File: config.mk
export PLATFORM = sky130hd
export DESIGN_NAME = fbuf_read_arbiter_flat
export DESIGN_NICKNAME = d
export VERILOG_FILES = /design/src/rtl/fbuf_arb_pkg.sv /design/src/rtl/fbuf_read_arbiter_if.sv /design/src/rtl/fbuf_tag_pipe.sv /design/src/rtl/fbuf_read_arbiter.sv /design/src/flat_wrapper.sv
export SDC_FILE = /design/constraint.sdc
export NUM_CORES = 1
export LEC_CHECK = 0
export ABC_AREA = 1
export CAP_MARGIN = 20
export CORE_MARGIN = 2
export CORE_UTILIZATION = 34
export DETAILED_ROUTE_END_ITERATION = 8
export GPL_ROUTABILITY_DRIVEN = 0
export PLACE_DENSITY = 0.86
export SYNTH_ARGS = -nofsm -noshare
export SYNTH_HDL_FRONTEND = slang
export SYNTH_SLANG_ARGS = --single-unit
File: constraint.sdc
create_clock -name clk_25_vga -period 1.4 [get_ports clk_25_vga]
set_input_delay 0.28 -clock clk_25_vga [delete_from_list [all_inputs] [get_ports clk_25_vga]]
set_output_delay 0.28 -clock clk_25_vga [all_outputs]
set_load 0.02 [all_outputs]
File: src/rtl/fbuf_arb_pkg.sv
// Shared types for the frame-buffer read arbiter: owner tags, FSM state codes, default widths.
package fbuf_arb_pkg;

    localparam int DEF_ADDR_BITS = 17;
    localparam int DEF_DATA_BITS = 12;

    typedef enum logic [1:0] {
        OWN_NONE = 2'd0,
        OWN_DISP = 2'd1,
        OWN_ANA  = 2'd2
    } owner_e;

    localparam logic [0:0] PRIO_DISP = 1'b0;
    localparam logic [0:0] FORCE_ANA = 1'b1;

    function automatic owner_e grant_owner(input logic disp_gnt, input logic ana_gnt);
        if (disp_gnt)
            return OWN_DISP;
        else if (ana_gnt)
            return OWN_ANA;
        else
            return OWN_NONE;
    endfunction

endpackage

File: src/rtl/fbuf_read_arbiter_if.sv
// Request/grant/return bundle between the two frame-buffer readers, the arbiter and the BRAM port.
// master: requesters and BRAM model side; slave: the arbiter.
interface fbuf_read_arbiter_if
    import fbuf_arb_pkg::*;
#(
    parameter int ADDR_BITS = DEF_ADDR_BITS,
    parameter int DATA_BITS = DEF_DATA_BITS
);
    logic                 disp_req;
    logic [ADDR_BITS-1:0] disp_addr;
    logic                 disp_gnt;
    logic                 disp_rvalid;
    logic [DATA_BITS-1:0] disp_rdata;

    logic                 ana_req;
    logic [ADDR_BITS-1:0] ana_addr;
    logic                 ana_gnt;
    logic                 ana_rvalid;
    logic [DATA_BITS-1:0] ana_rdata;
    logic                 ana_starved;

    logic [ADDR_BITS-1:0] bram_rdaddress;
    logic [DATA_BITS-1:0] bram_rddata;

    modport master (
        output disp_req, disp_addr, ana_req, ana_addr, bram_rddata,
        input  disp_gnt, disp_rvalid, disp_rdata,
        input  ana_gnt, ana_rvalid, ana_rdata, ana_starved, bram_rdaddress
    );

    modport slave (
        input  disp_req, disp_addr, ana_req, ana_addr, bram_rddata,
        output disp_gnt, disp_rvalid, disp_rdata,
        output ana_gnt, ana_rvalid, ana_rdata, ana_starved, bram_rdaddress
    );
endinterface

File: src/rtl/fbuf_tag_pipe.sv
// Owner-tag delay line matching the BRAM read path; tag_out is valid DEPTH cycles after tag_in.
// No backpressure: advances every cycle, reset flushes all stages to OWN_NONE.
module fbuf_tag_pipe
    import fbuf_arb_pkg::*;
#(
    parameter int DEPTH = 3
) (
    input  logic   clk_25_vga,
    input  logic   rst_n,
    input  owner_e tag_in,
    output owner_e tag_out
);

    owner_e stage [DEPTH];

    always_ff @(posedge clk_25_vga or negedge rst_n) begin
        if (!rst_n) begin
            for (int i = 0; i < DEPTH; i++)
                stage[i] <= OWN_NONE;
        end else begin
            stage[0] <= tag_in;
            for (int i = 1; i < DEPTH; i++)
                stage[i] <= stage[i-1];
        end
    end

    assign tag_out = stage[DEPTH-1];

endmodule

File: src/rtl/fbuf_read_arbiter.sv
// Two-port read arbiter for the VGA frame buffer: display wins, optional anti-starvation slot
// (FBUF_ARB_STARVE_GUARD_EN). Grant is combinational, data returns RD_LATENCY+1 cycles after it;
// losers simply hold req/addr, nothing is queued here.
module fbuf_read_arbiter
    import fbuf_arb_pkg::*;
#(
    parameter int ADDR_BITS    = DEF_ADDR_BITS,
    parameter int DATA_BITS    = DEF_DATA_BITS,
    parameter int RD_LATENCY   = 2,
    parameter int STARVE_LIMIT = 64
) (
    input  logic              clk_25_vga,
    input  logic              rst_n,
    fbuf_read_arbiter_if.slave bus
);

    logic   disp_gnt;
    logic   ana_gnt;
    owner_e tag_out;

`ifdef FBUF_ARB_STARVE_GUARD_EN
    localparam logic [7:0] STARVE_THRESH = 8'(STARVE_LIMIT - 1);

    logic [0:0] state;
    logic [7:0] wait_cnt;
    logic       force_ana;

    assign force_ana = (state == FORCE_ANA);

    always_comb begin
        disp_gnt = 1'b0;
        ana_gnt  = 1'b0;
        if (rst_n) begin
            if (force_ana) begin
                if (bus.ana_req)
                    ana_gnt = 1'b1;
                else if (bus.disp_req)
                    disp_gnt = 1'b1;
            end else begin
                if (bus.disp_req)
                    disp_gnt = 1'b1;
                else if (bus.ana_req)
                    ana_gnt = 1'b1;
            end
        end
    end

    // The forced slot lasts exactly one cycle, whether or not analysis still wants it.
    always_ff @(posedge clk_25_vga or negedge rst_n) begin
        if (!rst_n) begin
            state    <= PRIO_DISP;
            wait_cnt <= 8'd0;
        end else begin
            if (state == PRIO_DISP && wait_cnt == STARVE_THRESH && bus.disp_req && bus.ana_req)
                state <= FORCE_ANA;
            else
                state <= PRIO_DISP;

            if (!bus.ana_req || ana_gnt)
                wait_cnt <= 8'd0;
            else if (wait_cnt != 8'hFF)
                wait_cnt <= wait_cnt + 8'd1;
        end
    end

    assign bus.ana_starved = force_ana & ana_gnt;
`else
    assign disp_gnt = rst_n & bus.disp_req;
    assign ana_gnt  = rst_n & bus.ana_req & ~bus.disp_req;

    // STARVE_LIMIT has no effect here; every legal value yields a constant 0.
    assign bus.ana_starved = (STARVE_LIMIT == 0);
`endif

    assign bus.disp_gnt = disp_gnt;
    assign bus.ana_gnt  = ana_gnt;

    always_ff @(posedge clk_25_vga or negedge rst_n) begin
        if (!rst_n)
            bus.bram_rdaddress <= '0;
        else if (disp_gnt)
            bus.bram_rdaddress <= bus.disp_addr;
        else if (ana_gnt)
            bus.bram_rdaddress <= bus.ana_addr;
    end

    fbuf_tag_pipe #(
        .DEPTH (RD_LATENCY + 1)
    ) u_tag_pipe (
        .clk_25_vga (clk_25_vga),
        .rst_n      (rst_n),
        .tag_in     (grant_owner(disp_gnt, ana_gnt)),
        .tag_out    (tag_out)
    );

    assign bus.disp_rvalid = (tag_out == OWN_DISP);
    assign bus.ana_rvalid  = (tag_out == OWN_ANA);
    assign bus.disp_rdata  = bus.disp_rvalid ? bus.bram_rddata : '0;
    assign bus.ana_rdata   = bus.ana_rvalid  ? bus.bram_rddata : '0;

endmodule

File: src/flat_wrapper.sv
// flat-port wrapper written by rule: the top's interface ports become plain ports
module fbuf_read_arbiter_flat import fbuf_arb_pkg::*;
#(
    parameter int ADDR_BITS    = DEF_ADDR_BITS,
    parameter int DATA_BITS    = DEF_DATA_BITS,
    parameter int RD_LATENCY   = 2,
    parameter int STARVE_LIMIT = 64
)
  (clk_25_vga, rst_n, bus_disp_req, bus_disp_addr, bus_ana_req, bus_ana_addr, bus_bram_rddata, bus_disp_gnt, bus_disp_rvalid, bus_disp_rdata, bus_ana_gnt, bus_ana_rvalid, bus_ana_rdata, bus_ana_starved, bus_bram_rdaddress);
  fbuf_read_arbiter_if #(.ADDR_BITS(ADDR_BITS), .DATA_BITS(DATA_BITS)) bus_i ();
  input  logic clk_25_vga;
  input  logic rst_n;
  input wire logic [$bits(bus_i.disp_req)-1:0] bus_disp_req;
  input wire logic [$bits(bus_i.disp_addr)-1:0] bus_disp_addr;
  input wire logic [$bits(bus_i.ana_req)-1:0] bus_ana_req;
  input wire logic [$bits(bus_i.ana_addr)-1:0] bus_ana_addr;
  input wire logic [$bits(bus_i.bram_rddata)-1:0] bus_bram_rddata;
  output wire logic [$bits(bus_i.disp_gnt)-1:0] bus_disp_gnt;
  output wire logic [$bits(bus_i.disp_rvalid)-1:0] bus_disp_rvalid;
  output wire logic [$bits(bus_i.disp_rdata)-1:0] bus_disp_rdata;
  output wire logic [$bits(bus_i.ana_gnt)-1:0] bus_ana_gnt;
  output wire logic [$bits(bus_i.ana_rvalid)-1:0] bus_ana_rvalid;
  output wire logic [$bits(bus_i.ana_rdata)-1:0] bus_ana_rdata;
  output wire logic [$bits(bus_i.ana_starved)-1:0] bus_ana_starved;
  output wire logic [$bits(bus_i.bram_rdaddress)-1:0] bus_bram_rdaddress;
  assign bus_i.disp_req = bus_disp_req;
  assign bus_i.disp_addr = bus_disp_addr;
  assign bus_i.ana_req = bus_ana_req;
  assign bus_i.ana_addr = bus_ana_addr;
  assign bus_i.bram_rddata = bus_bram_rddata;
  assign bus_disp_gnt = bus_i.disp_gnt;
  assign bus_disp_rvalid = bus_i.disp_rvalid;
  assign bus_disp_rdata = bus_i.disp_rdata;
  assign bus_ana_gnt = bus_i.ana_gnt;
  assign bus_ana_rvalid = bus_i.ana_rvalid;
  assign bus_ana_rdata = bus_i.ana_rdata;
  assign bus_ana_starved = bus_i.ana_starved;
  assign bus_bram_rdaddress = bus_i.bram_rdaddress;
  fbuf_read_arbiter #(.ADDR_BITS(ADDR_BITS), .DATA_BITS(DATA_BITS), .RD_LATENCY(RD_LATENCY), .STARVE_LIMIT(STARVE_LIMIT)) u_core (.clk_25_vga(clk_25_vga), .rst_n(rst_n), .bus(bus_i));
endmodule
==> After elaboration in Yosys (flattened, before gate mapping) <==
Cells that the tools add are included.
W data, S select, Z words.
{ "totals": {"inputBits": 50, "reg_bits": 23, "wordCells": 17, "output_inout_bits": 46} }
{ "classes": {"muxes": 6, "n_reduce_logical": 1, "eq_ne": 2, "bitwise_logic": 4} }
{ "op_table": {"columns": ["op", "count"], "rows": [
  ["$mux W17", 2],
  ["$mux W12", 2],
  ["$mux W2", 2],
  ["$and A1 B1 Y1", 3],
  ["$eq A2 B1 Y1 const B", 1],
  ["$eq A2 B2 Y1 const B", 1],
  ["$reduce_bool A2 Y1", 1],
  ["$not A1 Y1", 1]
]} }

==> Longest topological paths before layout <==
{ "depth": {"ltp_word": 4, "depth_mapped": 7, "mapped_depth_nobuf": 5} }

==> By module <==
From an unflattened synthesis, not the netlist that was laid out.
{ "hier_totals": {"cells_unflattened": 188, "hier_area_um2": 1292.5} }
{ "modules_own_cells": {"columns": ["mod", "area_per_inst_um2", "seq_area_each_um2", "instances", "cells_each"], "rows": [
  ["fbuf_read_arbiter", 1127.3, 425.4, 1, 180],
  ["fbuf_tag_pipe", 165.2, 150.1, 1, 8]
]} }

==> Worst setup path after synthesis <==
OpenSTA, ideal clock, no wires.
{ "synth_path": {"path_kind": "register -> output", "from": "register u_core.u_tag_pipe.stage, in the netlist u_core.u_tag_pipe.tag_out[0]", "to": "output bus_ana_rdata[10]", "stages_incl_launch_ff": 5, "path_buffers": 1, "path_slack_ns": -0.199, "arrival_ns": 1.319, "t_required_ns": 1.120, "path_cell_list": "dfrtp_1 -> nor2_1 -> inv_1 -> clkbuf_1 -> nor2_1"} }
{ "synth_between": {"elab_chain_cells": 2} }
{ "synth_lines": {"columns": ["item", "line_no", "source"], "rows": [
  ["start: declaration", "fbuf_tag_pipe.sv:14", "owner_e stage [DEPTH];"],
  ["start signal: indexed assignment", "fbuf_tag_pipe.sv:23", "stage[i] <= stage[i-1];"],
  ["$eq A2 B2 Y1", "fbuf_read_arbiter.sv:97", "assign bus.ana_rvalid = (tag_out == OWN_ANA);"],
  ["net bus_ana_rvalid", "flat_wrapper.sv:22", "output wire logic [$bits(bus_i.ana_rvalid)-1:0] bus_ana_rvalid;"],
  ["$mux W12", "fbuf_read_arbiter.sv:99", "assign bus.ana_rdata = bus.ana_rvalid ? bus.bram_rddata : '0;"],
  ["end: declaration", "flat_wrapper.sv:23", "output wire logic [$bits(bus_i.ana_rdata)-1:0] bus_ana_rdata;"]
]} }
The timed path passes the listed nets, and every way through them passes these cells.

==> Final worst setup path <==
{ "layout_path": {"from": "register u_core.u_tag_pipe.stage, in the netlist u_core.u_tag_pipe.tag_out[0]", "to": "output bus_disp_rdata[6]"} }
{ "layout_between": {"elab_chain_cells": 2} }
{ "layout_lines": {"columns": ["item", "line_no", "source"], "rows": [
  ["$eq A2 B1 Y1", "fbuf_read_arbiter.sv:96", "assign bus.disp_rvalid = (tag_out == OWN_DISP);"],
  ["$mux W12", "fbuf_read_arbiter.sv:98", "assign bus.disp_rdata = bus.disp_rvalid ? bus.bram_rddata : '0;"],
  ["end: declaration", "flat_wrapper.sv:20", "output wire logic [$bits(bus_i.disp_rdata)-1:0] bus_disp_rdata;"]
]} }
No other way between the ends.

==> summary.md <==
| Metric | Value |
|---|---|
| Period utilization | `110.4%` |
| Worst Setup Start Kind | `flop` |
| TritonCTS Buffers | `3` |
| Post-synth top area cell | `dfrtp_1` |
| # Max-Cap Violations | `0` |
| Post-Syn Area | `1275 um2` |
| Synth Register Bits | `23` |
| Placed cell count | `326` |
| Leak | `0.001331 uW` |
| Post-synth top area share | `a little under half` |
| Num rows | `22` |
| Number of vias per cell | `4.604` |
| Multi-input combinational cell area | `759.5 um2` |
| GRT overflow | `0` |
| Violated checks | `negative setup slack` |
| IR drop worst, VDD | `394.7 uV` |
| RSZ-0062 raised after global routing | `true` |
| Slowest-stage cell, CP | `dfrtp_1` |
| DR iter-0 viols | `33` |
| Hold_buf cts | `0` |
| DRC Markers | `0` |
| EDFF count, synth | `0` |
| Fin cells | `333` |
| Pwr Density | `740.3 nW/um2` |
| # fillers | `275` |
| HPWL after DPL | `2986 um` |
| End of the worst register-to-register path | `u_core.bus.bram_rdaddress[12]` |
| Outcome | `finished, violations left` |
| Worst reg2reg startpoint | `u_core.bus.bram_rdaddress[12]` |
| Clock sinks | `23` |
| P&R area growth vs syn | `104.9%` |
| Die area | `4256 um2` |
| Die X | `between 60 and 70 um` |
| Min Tclk post-route | `around 1.5 ns` |
| Setup TNS | `-3.015 ns` |
| Worst Skew | `0.001056 ns` |
| Max Slew Vio Count | `0` |
| Gr usage total | `21.79%` |
| Synth top cells by count | `70 x nand2_1, 34 x nand3_1, 27 x nor2_1, 23 x dfrtp_1, 16 x inv_1` |
| Syn nets | `236` |
| Root Buffer | `clkbuf_8` |
| CTS tree | `done` |
| First-pass GRT wire length | `between 7000 and 8000 um` |
| Layout cell share with drive strength beyond 1 | `between 20% and 30%` |
| Library cells used by synthesis | `12` |
| Fin. Hold Viols | `0` |
| Leading post-synthesis cells by cell area | `dfrtp_1 45%, nand2_1 21%, nand3_1 13%` |
| WP data required | `approximately 1.1 ns` |
| Die Y-Extent | `65.24 um` |
| Vias in the first global route | `1496` |
| Worst Path Max Fanout | `7` |
| Largest net degree at the start of global routing | `36` |
| Critical path class | `reg -> out` |
| Nets | `approximately 340` |
| Most numerous cell in the Yosys netlist | `nand2_1` |
| Skew-Pair Late Insertion Delay | `0.26 ns` |
| Vias post-DR | `1533` |
| Drt pass-1 iters | `4` |
| Max Clock Freq | `647.1 MHz` |
| Yosys warns | `0` |
| N_diodes | `0` |
| Final setup viols | `25` |
| Commonest register cell after synthesis | `dfrtp_1` |
| Final WS setup | `-0.1453 ns` |
| CP Capture Type | `primary output` |
| Clock buffer depth | `2` |
| Ports | `96` |
| CP arrival | `1.27 ns` |
| Initial Util | `a little over a third` |
| Clock-pin slew on the worst setup and hold paths | `0.08 ns` |
| Critical path cell sequence | `buf_6 -> nand2_8 -> buf_12 -> nor2_4 -> buf_6` |
| Critical Path Max Stage Delay | `0.41 ns` |
| Register area | `approximately 580 um2` |
| R2r setup slk | `0.75 ns` |
| Synth Instances | `186` |
| Avg Cell Area, Syn | `6.855 um2` |
| CTS H-tree lvls | `1` |
| Antenna violation net count after detailed routing | `0` |
| Avg WL per Cell | `13.59 um` |
| Hold WC Path Type | `in -> async` |
| FFs w/ async S/R, synth | `100.0%` |
| Routed WL | `4526 um` |
| Core ar. | `3633 um2` |
| Sequential-to-total area share from yosys stat | `a little under half` |
| FF-to-FF path depth | `2` |
| Number of port buffers | `between 90 and 100` |
| Initial antenna violation count | `0` |
| Most used cell, CP | `buf_6` |
[worst max path at each step]
stage                                       startpoint                 end  slack [ns]
final                     u_core.u_tag_pipe.tag_out[0]   bus_disp_rdata[6]       -0.15
after global routing      u_core.u_tag_pipe.tag_out[0]   bus_disp_rdata[6]       -0.21
after CTS                 u_core.u_tag_pipe.tag_out[0]  bus_disp_rdata[10]       -0.12
after detailed placement                  bus_disp_req        bus_disp_gnt       -0.48
after global placement                    bus_disp_req        bus_disp_gnt       -0.48
after floorplan           u_core.u_tag_pipe.tag_out[0]   bus_ana_rdata[10]        0.04
[layer usage]
metal  vias up  share of wire [%]  wire length [um]  GRT usage, %
met5         -                  0                 0             0
met4         0               0.33                15         5.729
met3         2                9.8               444         6.678
met2        82                 49              2240         39.03
met1       687                 40              1825         25.11
li1        762                  -                 -             -
[logic make-up (layout without fill, tap and decap cells)]
logic type / count (synthesis) / after routing / share of synthesized area, %
other: 1 / 1 / 0.2941
AND/OR/NAND/NOR: 133 / 133 / 43.28
buffers and inverters: 29 / 128 / 11.29
flip-flops: 23 / 23 / 45.14
[critical path, delay by kind of cell (launching register included)]
family	cells	cell delay [ns]
buffers and inverters	3	0.43
flip-flops	1	0.41
AND/OR/NAND/NOR	2	0.16
[sequential cells by signal, indices dropped and copies added, names as in the netlist]
signal and cells:
u_core.bus.bram_rdaddress 17, u_core.u_tag_pipe.stage 4, u_core.u_tag_pipe.tag_out 2
[cell type report]
cell class	instances	share of cell area, %
clock buffer	3	1.580
multi-input combinational	134	29.07
timing repair buffer	108	42.34
clock inverter	1	0.1916
inverter	16	2.490
tap	48	2.299
sequential	23	22.03
[power breakdown]
group          internal [uW]  total (uW)  switching (uW)
Combinational            349         744             394
Clock                    198         408             210
Sequential               740         782            42.7
Total                   1290        1930             647
[timing repair]
item,in CTS,in global routing
setup endpoints to repair,62,26
pin swaps,2,3
setup buffers,1,0
resized for setup,214,11
endpoints found under the hold margin,0,0
gates cloned,2,0
[placed cells by master (no fill, tap or decap)]
cell,instances
nand2_1,69
clkdlybuf4s50_1,47
nand3_1,34
buf_6,27
nor2_4,25
dfrtp_1,23
dlygate4sd2_1,18
inv_1,13
buf_4,8
clkbuf_8,3
buf_12,3
buf_2,3
inv_4,2
nor2_1,2
inv_2,1
nand2_8,1
nand2_4,1
nand2_2,1
conb_1,1
clkinv_2,1
buf_16,1
clkdlybuf4s15_2,1
[through the flow]
| stage | power, uW | setup WS [ns] | area (um2) | utilization, % | hold slack [ns] |
|---|---|---|---|---|---|
| 2_1_floorplan | 1123 | 0.04119 | 1361 | - | -0.01559 |
| 3_3_place_gp | 1502 | -0.4763 | 2365 | 65.08 | 0.2966 |
| 3_5_place_dp | 1514 | -0.4830 | 2365 | 65.08 | 0.3062 |
| 4_1_cts | 1932 | -0.1249 | 2577 | 70.94 | 0.01817 |
| 5_1_grt | 2055 | -0.2107 | 2613 | 71.90 | 0.03301 |
| 6_report | 1934 | -0.1453 | 2613 | 71.90 | 0.01510 |
No activity file was read; power rests on OpenSTA's default activity.
